**config.mk**
```make
export PLATFORM = sky130hd
export DESIGN_NAME = writeback
export DESIGN_NICKNAME = d
export VERILOG_FILES = /design/src/rtl/writeback.sv
export SDC_FILE = /design/constraint.sdc
export NUM_CORES = 1
export LEC_CHECK = 0
export ABC_AREA = 1
export CAP_MARGIN = 20
export CORE_AREA = 2 2 147 149
export CTS_BUF_LIST = sky130_fd_sc_hd__clkbuf_4 sky130_fd_sc_hd__clkbuf_8
export DETAILED_ROUTE_END_ITERATION = 8
export DIE_AREA = 0 0 149 151
export GPL_ROUTABILITY_DRIVEN = 0
export HOLD_SLACK_MARGIN = 0.03
export PLACE_DENSITY = 0.72
export SLEW_MARGIN = 20
export SYNTH_ARGS = -nofsm -noshare
export SYNTH_HDL_FRONTEND = slang
export SYNTH_SLANG_ARGS = --single-unit
```
**constraint.sdc**
```tcl
create_clock -name clk -period 14.37 [get_ports clk]
set_input_delay 1.437 -clock clk [delete_from_list [all_inputs] [get_ports clk]]
set_output_delay 1.437 -clock clk [all_outputs]
set_load 0.01 [all_outputs]
```
**src/rtl/writeback.sv**
```systemverilog
// Writeback stage: selects register-file write data, retires instructions,
// and turns exceptions, interrupts, mret and wfi into trap/redirect pulses.
module writeback #(
    parameter int          INSTRET_WIDTH = 64,
    parameter logic [31:0] RESET_PC      = 32'h00000000
) (
    input  logic                     clk,
    input  logic                     reset,
    input  logic [31:0]              pc_in,
    input  logic [31:0]              next_pc_in,
    input  logic [31:0]              alu_data_in,
    input  logic [31:0]              csr_data_in,
    input  logic [31:0]              load_data_in,
    input  logic [1:0]               write_select_in,
    input  logic [4:0]               rd_address_in,
    input  logic [11:0]              csr_address_in,
    input  logic                     mret_in,
    input  logic                     wfi_in,
    input  logic                     valid_in,
    input  logic [3:0]               ecause_in,
    input  logic                     exception_in,
    input  logic                     interrupt_pending,
    input  logic [3:0]               interrupt_cause,
    output logic                     rd_write,
    output logic [4:0]               rd_address,
    output logic [31:0]              rd_data,
    output logic                     csr_write,
    output logic [11:0]              csr_address,
    output logic [31:0]              csr_data,
    output logic                     trap,
    output logic                     trap_interrupt,
    output logic [3:0]               trap_cause,
    output logic [31:0]              trap_pc,
    output logic                     mret,
    output logic                     stall_request,
    output logic                     retired,
    output logic [INSTRET_WIDTH-1:0] instret
);

    localparam logic [0:0] RUN   = 1'b0;
    localparam logic [0:0] SLEEP = 1'b1;

    logic [0:0]  state;
    logic [31:0] wake_pc;
    logic        take_int;
    logic        take_exc;
    logic        commit;
    logic        wake;
    logic [31:0] mux_data;

    // An interrupt pre-empts the instruction entirely, so it blocks commit too.
    always_comb begin
        take_int = (state == RUN) && valid_in && interrupt_pending;
        take_exc = (state == RUN) && valid_in && exception_in && !take_int;
        commit   = (state == RUN) && valid_in && !exception_in && !take_int;
        wake     = (state == SLEEP) && interrupt_pending;
    end

    always_comb begin
        case (write_select_in)
            2'b00:   mux_data = alu_data_in;
            2'b01:   mux_data = csr_data_in;
            2'b10:   mux_data = load_data_in;
            default: mux_data = next_pc_in;
        endcase
    end

    // Every output is forced low while reset is held.
    always_comb begin
        rd_write       = 1'b0;
        rd_address     = 5'd0;
        rd_data        = 32'd0;
        csr_write      = 1'b0;
        csr_address    = 12'd0;
        csr_data       = 32'd0;
        trap           = 1'b0;
        trap_interrupt = 1'b0;
        trap_cause     = 4'd0;
        trap_pc        = 32'd0;
        mret           = 1'b0;
        stall_request  = 1'b0;
        retired        = 1'b0;
        if (!reset) begin
            rd_write    = commit && (rd_address_in != 5'd0);
            rd_address  = rd_address_in;
            rd_data     = mux_data;
            csr_write   = commit && (csr_address_in != 12'd0);
            csr_address = csr_address_in;
            csr_data    = alu_data_in;
            mret        = commit && mret_in;
            retired     = commit;
            stall_request = (state == SLEEP) && !interrupt_pending;
            if (take_int || wake) begin
                trap           = 1'b1;
                trap_interrupt = 1'b1;
                trap_cause     = interrupt_cause;
                trap_pc        = wake ? wake_pc : pc_in;
            end else if (take_exc) begin
                trap       = 1'b1;
                trap_cause = ecause_in;
                trap_pc    = pc_in;
            end
        end
    end

    always_ff @(posedge clk or posedge reset) begin
        if (reset) begin
            state   <= RUN;
            instret <= '0;
            wake_pc <= RESET_PC;
        end else begin
            if (commit) begin
                instret <= instret + {{(INSTRET_WIDTH-1){1'b0}}, 1'b1};
            end
            if (commit && wfi_in && !interrupt_pending) begin
                state   <= SLEEP;
                wake_pc <= next_pc_in;
            end else if (wake) begin
                state <= RUN;
            end
        end
    end

endmodule

```
### Word-level counts from Yosys, hierarchy flattened

Cells that the tools add are included.

* register bits: 97
* bits in latches: 0
* bits in writable memories: 0
* bits in read-only memories: 0
* input port bits: 194
* output and inout bits: 188
* logic and storage cells: 52
* memories kept: 0

* add/sub/neg operators: 1
* $mul: 0
* div/mod/pow operators: 0
* magnitude comparators: 0
* equality and inequality tests: 2
* shift-type cells: 0
* mux-type cells: 24
* bitwise gates (word level): 1
* reduce and logical (&&, ||, !) cells: 21

Operators by type and width (number)
* $mux W32: 6
* $pmux W32 S3: 1
* $add A64 B1 Y64 const B: 1
* $logic_and A1 B1 Y1: 13
* $mux W1: 12
* $mux W12: 1
* $mux W4: 3
* $reduce_bool A12 Y1: 1
* $mux W5: 1
* $reduce_bool A5 Y1: 1
* $logic_not A1 Y1: 3
* $eq A2 B1 Y1 const B: 1
* $eq A2 B2 Y1 const B: 1
* $logic_not A2 Y1: 1
* $reduce_bool A2 Y1: 1
* $logic_or A1 B1 Y1: 1
* $not A1 Y1: 1

### Logic depth before layout (Yosys ltp)

* depth in word-level cells: 8
* depth in mapped cells: 11
* gate-level depth less buffers: 11

### Worst setup path after synthesis

Ideal clock, no wire load.

* path type: input port to output port
* start: in reset
* end: out rd_data[23]
* arrival time: 5068 ps
* data required time: 12933 ps
* slack: 7865 ps
* stages on the path: 4
* buffers on the path: 1
* cell sequence: clkinv_1 clkbuf_1 o211ai_1 inv_1

* word-level cells in the longest chain between the ends: 1

RTL lines
* start: declaration: line 8 `input logic reset,`
* $mux W32: line 83 `if (!reset) begin`
* end: declaration: line 26 `output logic [31:0] rd_data,`

No other way between the ends.

### Final worst setup path

* start: in reset
* end: out trap_pc[8]

* word-level cells in the longest chain between the ends: 1

RTL lines
* $mux W32: line 83
* end: declaration: line 33 `output logic [31:0] trap_pc,`

No other way between the ends.

==> out/metrics.csv <==
stage;metric;value;unit
status;status;finished clean;
grt;grt_pass1_wl;46.1;mm
grt;grt_max_degree;78;
power_and_ir_drop;p_leak;5.10;nW
synthesis;avgSynthCellArea;6.39;um2
routing;via_per_inst;5.00;
synthesis;yosys.area_share.simple;35.9;%
routing;first_iter_violations;764;
grt;grt_usage;26.8;%
worst_setup_path;worstPathArrival;4.06;ns
grt;antenna_found_initial;3;
floorplan;fp.dieW;149;um
final_layout;final_common_cell;clkdlybuf4s50_1;
worst_setup_path;rrSetupSlack;12.32;ns
placed_design;port_buffers;381;
worst_setup_path;end_kind;output port;
routing;ant_nets;0;
synthesis;ys_types;35;
worst_setup_path;crit_path_frequent_cell;buf_4;
clock_network;cts_tree;yes;
power_and_ir_drop;p_int;0.511;mW
power_and_ir_drop;vdd_ir_drop_max;0.0343;mV
worst_setup_path;worstPathMaxFanout;77;
worst_setup_path;cp_slowest_cell;buf_4;
routing;firstDrtPassIters;8;
clock_network;clkLatencyLatePin;0.39;ns
synthesis;synth-xor-area-share;4.29;%
floorplan;core;20800;um2
synthesis;syn_area;7140;um2
sta;fin_skew;0.00960;ns
worst_setup_path;max_stage_delay;0.64;ns
sta;worstMarginPinSlew;0.857;ns
clock_network;post_cts_buffers;0;
worst_hold_path;hp-class;flip-flop to flip-flop;
clock_network;cts_buffers;9;
final_layout;layout.nets;1673;
final_layout;multi_input_area;3890;um2
sta;hold_viol;0;
worst_setup_path;cp.required;12.93;ns
worst_setup_path;path_class;primary input to output port;
synthesis;synth_compound_area_share;12.4;%
synthesis;yosysTopAreaCellShare;34.0;%
power_and_ir_drop;combPwrFrac;31.5;%
sta;setup_viol;0;
clock_network;ctsResizeCount;0;
clock_network;cts_sinks;97;
sta;timing.final.max_slew_violations;0;
synthesis;syn_nets;1313;
routing;drc;0;
synthesis;ys_seq_area_share;34.0;%
synthesis;yosys_warnings;0;
sta;relSlewSlack;42.7;%
power_and_ir_drop;seqPwrFrac;42.9;%
sta;rsz0062_at_grt;false;
floorplan;initial_core_util;34.3;%
sta;post-route-period-util;38.3;%
synthesis;syn_inst;1118;
worst_setup_path;crit_chain;buf_2 > buf_4 > inv_4 > o21ai_2 > buf_4 > o32ai_1 > clkdlybuf4s50_1;
final_layout;drive_above_1_share;4.18;%
placed_design;placed_cell_area;11200;um2
grt;grt_pass1_vias;8140;
final_layout;final_cell_mix;clkdlybuf4s50_1 (380), nand2_1 (312), nor2_1 (189), inv_1 (170), dfrtp_1 (97);
clock_network;ctsHoldBuffers;0;
clock_network;cts_root_buf;clkbuf_8;
floorplan;placementRows;53;
final_layout;synthToLayoutAreaGrowth;59.7;%
sta;whs;0.504;ns
grt;overflow;0;
clock_network;clkTransAtPathRegs;0.09;ns
power_and_ir_drop;p_switching;0.223;mW
final_layout;fill_cells;2081;
sta;max_clock_freq;182;MHz
routing;num_vias;8802;
power_and_ir_drop;p_clk_share;25.6;%
synthesis;synth.largest_area_cell;dfrtp_1;
clock_network;h-tree-depth;3;
sta;fin_crit;5.50;ns
floorplan;fp.dieH;151;um
synthesis;synth_fa_ha_area_share;0.175;%
routing;wl_per_cell;17.9;um
synthesis;synthMuxAreaShare;1.58;%
floorplan;io-pin-count;382;
clock_network;cts.path.max_buffers;2;
sta;finalSetupTns;0;ns
routing;wl;31.5;mm
power_and_ir_drop;power.density;64.4;nW/um2
final_layout;seqCellArea;2430;um2
worst_setup_path;crit_path_start_kind;primary input;
power_and_ir_drop;switching_share;30.4;%
job;drv_cap;0;
synthesis;synthTopCellsByArea;dfrtp_1 (34%), nand2_1 (16%), nor2_1 (10%);
synthesis;synth_top_family_by_area;simple AND/OR/NAND/NOR gates;
placed_design;hpwlAfterDp;25.4;mm
power_and_ir_drop;power;0.734;mW
synthesis;ys_seq_elements;97;
final_layout;final_area;11400;um2
floorplan;die_area;22500;um2
-- routing by layer --
layer / wire, um / GRT usage, % / share of wire [%] / vias to the layer above
met3: 2540 / 5.87 / 8.1 / 68
met2: 15200 / 46.0 / 48 / 376
met5: 13 / 0 / 0.041 / -
met4: 1180 / 10.2 / 3.7 / 2
li1: - / - / - / 4236
met1: 12600 / 32.9 / 40 / 4120
-- worst max-delay path: cells and delay by family --
family                 cells  cell delay, ns
AO/OA/AOI/OAI              2            0.37
buffers and inverters      5            2.17
-- logic make-up after synthesis --
| kind of cell | after synthesis |
|---|---|
| AND/OR/NAND/NOR | 617 |
| buffers and inverters | 216 |
| AO/OA/AOI/OAI | 142 |
| flip-flops | 97 |
| XOR/XNOR | 35 |
| multiplexers | 10 |
| adder cells (fa/ha/maj) | 1 |
-- stage by stage --
stage / util (%) / std cells / setup slack, ns
after floorplan: - / 1118 / 7.87
after global placement: 53.8 / 1742 / 8.81
after detailed placement: 53.8 / 1742 / 8.87
after CTS: 54.7 / 1757 / 8.86
after global routing: 54.8 / 1758 / 8.68
final: 54.8 / 1759 / 8.87
-- Yosys cell counts (all sizes together) --
cell type / n
and2: 1
mux2: 10
nor2: 206
o21bai: 3
o211ai: 31
ha: 1
nor4: 3
clkbuf: 25
nand2: 319
nand3: 55
o22ai: 1
xnor2: 23
inv: 173
a21oi: 35
nand3b: 13
buf: 16
o32ai: 21
clkinv: 2
dfrtp: 97
a31oi: 2
o21ai: 48
nand4: 14
o2111ai: 1
xor2: 12
nor3: 6
-- layout make-up --
class,instances,share of cell area [%]
Antenna cell,2,0.0439
Clock buffer,12,1.39
Clock inverter,3,0.351
Inverter,175,5.78
Multi-Input combinational cell,805,34.1
Sequential cell,97,21.3
Tap cell,275,3.02
Timing Repair Buffer,390,34.0
-- final timing paths --
| kind | start | endpoint | cells past startpoint |
|---|---|---|---|
| setup / recovery | reset | trap_pc[8] | 7 |
| hold / removal | wake_pc[0]$_DFFE_PP0P_ | wake_pc[0]$_DFFE_PP0P_ | 1 |
| setup reg to reg | state$_DFFE_PP0P_ | instret[60]$_DFFE_PP0P_ | 10 |
| hold reg to reg | wake_pc[0]$_DFFE_PP0P_ | wake_pc[0]$_DFFE_PP0P_ | 1 |
| max in group asynchronous | reset | instret[49]$_DFFE_PP0P_ | 4 |
| min in group asynchronous | reset | wake_pc[11]$_DFFE_PP0P_ | 3 |
-- power by group through the flow --
stage / registers [mW] / clock network (mW) / logic [mW]
floorplan: 0.319 / 0 / 0.0892
global placement: 0.319 / 0 / 0.229
detailed placement: 0.320 / 0 / 0.231
CTS: 0.315 / 0.193 / 0.232
global route: 0.318 / 0.203 / 0.249
finish: 0.315 / 0.188 / 0.231
-- registers in the layout, summed over array words and instances (netlist names) --
register / count
instret: 64
state: 1
wake_pc: 32
Note: power is estimated with default switching activity, not from simulation.
